[src/rtl/mul_arbiter.sv]
// mul_arbiter
// Round-robin scheduler sharing one sequential 8x8 signed Booth multiplier
// between two requesters. The winner gets a one-cycle gnt pulse while its
// operands are latched, the multiplier is started, its single valid product
// cycle is captured into res, and the owner receives a one-cycle done pulse.
//
// Optional feature: define MUL_ARB_TIMEOUT_EN to abort an operation whose
// multiplier stays busy longer than TMO_CYCLES RUN cycles (res=0, err=1).
//
// Ports:
//   clk, rst            clock (rising edge), synchronous active-high reset
//   req0/req1           requests, held with operands stable until granted
//   mc0,mp0 / mc1,mp1   signed 8-bit multiplicand / multiplier per requester
//   gnt0/gnt1           one-cycle grant pulse, operands sampled this cycle
//   done0/done1         one-cycle completion pulse, res/err valid this cycle
//   res                 signed 16-bit product, held until the next capture
//   err                 timeout flag qualified by doneN (0 without the macro)
//   mul_start           start strobe to the multiplier
//   mul_mc, mul_mp      registered operands to the multiplier
//   mul_busy            multiplier busy flag
//   mul_prod            multiplier product {A,Q}
module mul_arbiter #(
  parameter int TMO_CYCLES = 12
) (
  input  logic        clk,
  input  logic        rst,
  input  logic        req0,
  input  logic        req1,
  input  logic [7:0]  mc0,
  input  logic [7:0]  mp0,
  input  logic [7:0]  mc1,
  input  logic [7:0]  mp1,
  output logic        gnt0,
  output logic        gnt1,
  output logic        done0,
  output logic        done1,
  output logic [15:0] res,
  output logic        err,
  output logic        mul_start,
  output logic [7:0]  mul_mc,
  output logic [7:0]  mul_mp,
  input  logic        mul_busy,
  input  logic [15:0] mul_prod
);

  typedef enum logic [1:0] {IDLE, START, RUN, DONE} state_t;

  state_t state, state_nxt;
  logic   own;
  logic   prio;
  logic   any_req;
  logic   win;
  logic   capture;
  logic   timeout;

  // With a single request it wins outright; prio only breaks a tie.
  assign any_req = req0 | req1;
  assign win     = (req0 & req1) ? prio : req1;

`ifdef MUL_ARB_TIMEOUT_EN
  localparam int CW = $clog2(TMO_CYCLES + 1);

  logic [CW-1:0] run_cnt;
  logic          tmo_flag;

  // The counter holds the number of RUN cycles already spent waiting, so the
  // abort fires on the RUN cycle after TMO_CYCLES busy cycles have elapsed.
  assign timeout = (state == RUN) && mul_busy && (run_cnt == CW'(TMO_CYCLES));

  // RUN-cycle counter and sticky timeout flag, cleared at every START.
  always_ff @(posedge clk) begin
    if (rst) begin
      run_cnt  <= '0;
      tmo_flag <= 1'b0;
    end else if (state == START) begin
      run_cnt  <= '0;
      tmo_flag <= 1'b0;
    end else if (state == RUN && mul_busy) begin
      if (timeout) begin
        tmo_flag <= 1'b1;
      end else begin
        run_cnt <= run_cnt + 1'b1;
      end
    end
  end

  assign err = (state == DONE) && tmo_flag && !rst;
`else
  logic unused_tmo;

  assign timeout    = 1'b0;
  assign err        = 1'b0;
  assign unused_tmo = ^TMO_CYCLES;
`endif

  // Next-state and pulse outputs. Every pulse is suppressed while rst is high
  // so an in-flight result is dropped without a done pulse.
  always_comb begin
    state_nxt = state;
    gnt0      = 1'b0;
    gnt1      = 1'b0;
    done0     = 1'b0;
    done1     = 1'b0;
    mul_start = 1'b0;
    capture   = 1'b0;
    if (!rst) begin
      unique case (state)
        IDLE: begin
          if (any_req) begin
            gnt0      = !win;
            gnt1      = win;
            state_nxt = START;
          end
        end
        START: begin
          mul_start = 1'b1;
          state_nxt = RUN;
        end
        RUN: begin
          // The product is valid only on the first non-busy cycle; the
          // multiplier keeps shifting afterwards.
          if (!mul_busy) begin
            capture   = 1'b1;
            state_nxt = DONE;
          end else if (timeout) begin
            state_nxt = DONE;
          end
        end
        DONE: begin
          done0     = !own;
          done1     = own;
          state_nxt = IDLE;
        end
        default: state_nxt = IDLE;
      endcase
    end
  end

  // State, ownership, round-robin pointer, operand and result registers.
  always_ff @(posedge clk) begin
    if (rst) begin
      state  <= IDLE;
      own    <= 1'b0;
      prio   <= 1'b0;
      res    <= '0;
      mul_mc <= '0;
      mul_mp <= '0;
    end else begin
      state <= state_nxt;
      if (gnt0 | gnt1) begin
        own    <= win;
        prio   <= !win;
        mul_mc <= win ? mc1 : mc0;
        mul_mp <= win ? mp1 : mp0;
      end
      if (capture) begin
        res <= mul_prod;
      end else if (timeout) begin
        res <= '0;
      end
    end
  end

endmodule
[config.mk]
export PLATFORM = sky130hd
export DESIGN_NAME = mul_arbiter
export DESIGN_NICKNAME = d
export VERILOG_FILES = /design/src/rtl/mul_arbiter.sv
export SDC_FILE = /design/constraint.sdc
export NUM_CORES = 1
export LEC_CHECK = 0
export ABC_AREA = 0
export CORE_AREA = 2 2 69 71
export CTS_CLUSTER_DIAMETER = 40
export CTS_CLUSTER_SIZE = 40
export DETAILED_ROUTE_END_ITERATION = 8
export DIE_AREA = 0 0 71 73
export MAX_ROUTING_LAYER = met4
export PLACE_DENSITY = 0.88
export REMOVE_ABC_BUFFERS = 1
export SYNTH_ARGS = -nofsm -noshare
export SYNTH_HDL_FRONTEND = slang
export SYNTH_SLANG_ARGS = --single-unit
[constraint.sdc]
create_clock -name clk -period 2.1 [get_ports clk]
set_clock_uncertainty 0.15 [all_clocks]
set_input_delay 0.21 -clock clk [delete_from_list [all_inputs] [get_ports clk]]
set_output_delay 0.21 -clock clk [all_outputs]
set_load 0.01 [all_outputs]
**Word-level counts from Yosys, hierarchy flattened**

Cells that the tools add are included.

- Eq/ne operators: 5
- Muxes and demuxes: 21
- Bitwise gates (word level): 3
- Reductions and logical operators: 4

Operators with widths:

| operator | number |
|---|---|
| $mux W1 | 16 |
| $mux W8 | 2 |
| $pmux W2 S4 | 1 |
| $eq A2 B2 Y1 const B | 2 |
| $mux W2 | 2 |
| $ne A2 B2 Y1 const B | 2 |
| $eq A2 B1 Y1 const B | 1 |
| $logic_not A1 Y1 | 2 |
| $logic_not A2 Y1 | 1 |
| $or A1 B1 Y1 | 2 |
| $reduce_and A2 Y1 | 1 |
| $and A1 B1 Y1 | 1 |

- Bits in registers: 36
- Input port bits: 53
- Output and inout bits: 38

**Logic depth before layout (Yosys ltp)**

- Depth in word-level cells: 7
- Depth in mapped cells: 8

**Least setup slack after synthesis**

OpenSTA, ideal clock, no wires.

- Kind: register to output
- Start: reg state[0]
- End: out gnt0
- Arrival: 1450 ps
- Required time: 1740 ps
- Slack: 290 ps
- Stages on the path, launching flop included: 8
- Cells stage by stage: dfxtp_1 > inv_1 > ha_1 > nor2b_1 > buf_2 > and2_4 > buf_6 > a21boi_0

- Cells in the longest elaborated chain, start to end: 3

RTL lines:

| element | RTL line | RTL |
|---|---|---|
| from (decl) | 48 | `state_t state, state_nxt;` |
| from (signal assigned) | 149 | `state <= state_nxt;` |
| $logic_not A2 Y1 | 107 | `unique case (state)` |
| $mux W1 | 107 |  |
| $mux W1 | 106 | `if (!rst) begin` |
| to (decl) | 33 | `output logic gnt0,` |

No other way between the ends.

**Worst setup path after layout**

- Start: in rst
- End: out done1

- Cells in the longest elaborated chain, start to end: 1

RTL lines:

| element | RTL line | RTL |
|---|---|---|
| from (decl) | 26 | `input logic rst,` |
| $mux W1 | 106 |  |
| to (decl) | 36 | `output logic done1,` |

No other way between the ends.

==> impl_metrics.ini <==
[run_status]
status = complete, no violations

[detailed_routing]
wl_per_cell_um = 14.4
routed-via-count = 1796
drc = 0
ant_nets = 0
drtPass1Iterations = 4
via_per_inst = 5.19
drt-total-wl_um = 4990
drtIter0Drc = 120

[setup_path]
slowest_delay_ns = 0.55
startpoint_type = input pin
crit_path_max_fanout = 21
required_ns = 1.74
crit_type = input pin to primary output
cp.arrival_ns = 1.68
end_kind = primary output
path_delay_family = buffers and inverters
path_cells = clkdlybuf4s50_1, buf_6, inv_1, and3_1, clkdlybuf4s50_1
slowest_stage = clkdlybuf4s50_1
cp_num_buf_inv = 4
cpMostUsedCell = clkdlybuf4s50_1

[place]
dp.cells = 338
gp_congestion = 0.791
place_hpwl_um = 3550
pre_cts_slack_ns = -0.128
io_buffers = 89

[floorplanning]
dieHeight_um = 73
initial_core_util = 0.374
fp.dieW_um = 71
dieArea_mm2 = 0.00518
num_rows = 25
io_pins = 91
core_mm2 = 0.00454

[clock_tree]
cts.clk_slew.worst_paths_ns = 0.08
cts_root_buf = clkbuf_8
cts.sinks = 36
cts_buffers = 5
cts_max_level = 2
cts_buffer_depth = 2
clkLatencyLatePin_ns = 0.29
cts.hold.buffers_added = 0
postCtsSetupRepairBufs = 0
tritoncts = done

[sta]
drv_slew = 0
timing.final.crit_share = 0.973
hold_violations = 0
min_period_ns = 2.04
fmax_ghz = 0.489
relSlewSlack = 0.602
worst_pin_slew_ns = 0.594
final.setup.worst_slack_ns = 0.0561
rsz0062_at_grt = true
finalSetupViolCount = 0

[global_routing]
grt_max_degree = 22
overflow = 0
first_global_vias = 1784
grt.total_usage = 0.205
grt_pass1_wl_um = 8130
antenna_found_initial = 0

[power_and_ir_drop]
p_comb_frac = 0.459
p_seq_frac = 0.338
pwr-share-clk = 0.202
p_switching_mw = 0.962
p_leak_nw = 1.04
powerDensity_mw_per_mm2 = 1060
vdd_drop_max_v = 0.000640
internal_power_mw = 2.00
switching_share = 0.325

[logic_synthesis]
yosys_most_used_dff = dfxtp_1
synth_area_leaders = dfxtp_1 (43%), a22oi_1 (7.5%), nand2_1 (7.5%), a31oi_2 (7.4%), a21oi_1 (5.0%)
syn-instance-count = 201
ys.warnings.count = 0
synth_top_area_share = 0.425
ys_types = 28
synth-seq-cells = 36
synth-edff-count = 0
yosysSeqAreaShare = 0.425
syn_area_mm2 = 0.00169
yosys.area.top_type = dfxtp_1
synthArstFlopShare = 0
postSynthAreaPerCell_um2 = 8.43

[finish]
final_cell_mix = clkdlybuf4s50_1 (86), nand2_1 (34), dfxtp_1 (34)
final-instance-count-excl-fill = 346
n_fill_cell = 409
area_delta_synth_final_pct = 64.3
layout_commonest_cell = clkdlybuf4s50_1
num_antenna_cells = 0
layout.nets = 348
final_layout_size_suffix_gt1_frac = 0.137

[hold_path]
hp-class = register to register

[flow_run]
drv_cap = 0
cells by family after synthesis:
kind of cell               Yosys count  synth area share
muxes                                1           0.00591
AOI/OAI and AO/OA                   70             0.288
buffers and inverters               25            0.0753
DFF                                 36             0.425
and+or+nand+nor                     64             0.174
adders and majority gates            4            0.0295
other                                1           0.00221
power groups by stage:
stage                     logic, mW  registers (mW)  clock network (mW)
after floorplan               0.537            1.09                   0
after global placement         1.33            1.00                   0
after detailed placement       1.35            1.01                   0
after CTS                      1.36           0.997               0.614
after global routing           1.50            1.03               0.641
final                          1.36            1.00               0.598
cells in the mapped netlist, types with 2 or more instances:
cell type / instances
dfxtp_1: 36
nand2_1: 34
a21oi_1: 17
a22oi_1: 17
o21ai_0: 17
nand3_1: 16
clkbuf_1: 11
a31oi_2: 10
a31oi_1: 6
buf_2: 6
ha_1: 4
inv_1: 4
buf_6: 3
nor2b_1: 3
and3_1: 2
nand2b_1: 2
nor2_1: 2
routing by layer:
metal	wire, µm	global-route usage	part of all wire
met5	0	-	0
met4	72	0.0755	0.014
met1	2050	0.232	0.41
met2	2360	0.344	0.47
met3	513	0.0635	0.10
registers in the layout, summed over array words and instances, names as in the netlist:
signal / flops
mul_mp: 8
state: 2
res: 16
prio: 1
mul_mc: 8
own: 1
area by class of cell:
| type | instances | area (µm²) | area share |
|---|---|---|---|
| repair buffers | 104 | 1010 | 0.363 |
| multi-input cells | 140 | 860 | 0.309 |
| flip-flops and latches | 36 | 723 | 0.260 |
| clock buffers | 6 | 72.6 | 0.0261 |
| well taps | 54 | 67.6 | 0.0243 |
| clock inverters | 2 | 35.0 | 0.0126 |
| inverters | 4 | 15.0 | 0.00540 |
what timing repair did:
action,4_1_cts,5_1_grt
setup endpoints to repair,2,20
resized for setup,6,8
endpoints found under the hold margin,0,0
worst paths after layout:
| path | start | endpoint | slack, ns | depth (start not counted) |
|---|---|---|---|---|
| max | rst | done1 | 0.06 | 5 |
| min | res[0] | res[0] | 0.31 | 2 |
| max reg2reg | state[1] | res[15] | 0.41 | 5 |
| min reg2reg | res[0] | res[0] | 0.31 | 2 |
tightest hold or removal path: cells and delay by family (launching register included):
kind | cells | cell delay [ns]
simple gates | 1 | 0.05
compound gates | 1 | 0.05
flops | 1 | 0.31
through the flow:
step                      total power, mW  TNS (ns)  cell area (µm²)  hold WS, ns   util
final                                2.96         0             2780        0.306  0.614
after global routing                 3.17  -0.00704             2780        0.326  0.614
after CTS                            2.97         0             2760        0.307  0.609
after detailed placement             2.36    -0.128             2650        0.297  0.585
after global placement               2.33    -0.120             2650        0.291  0.585
after floorplan                      1.63    -0.274             1580        0.129      -
(Power assumes the default switching activity.)
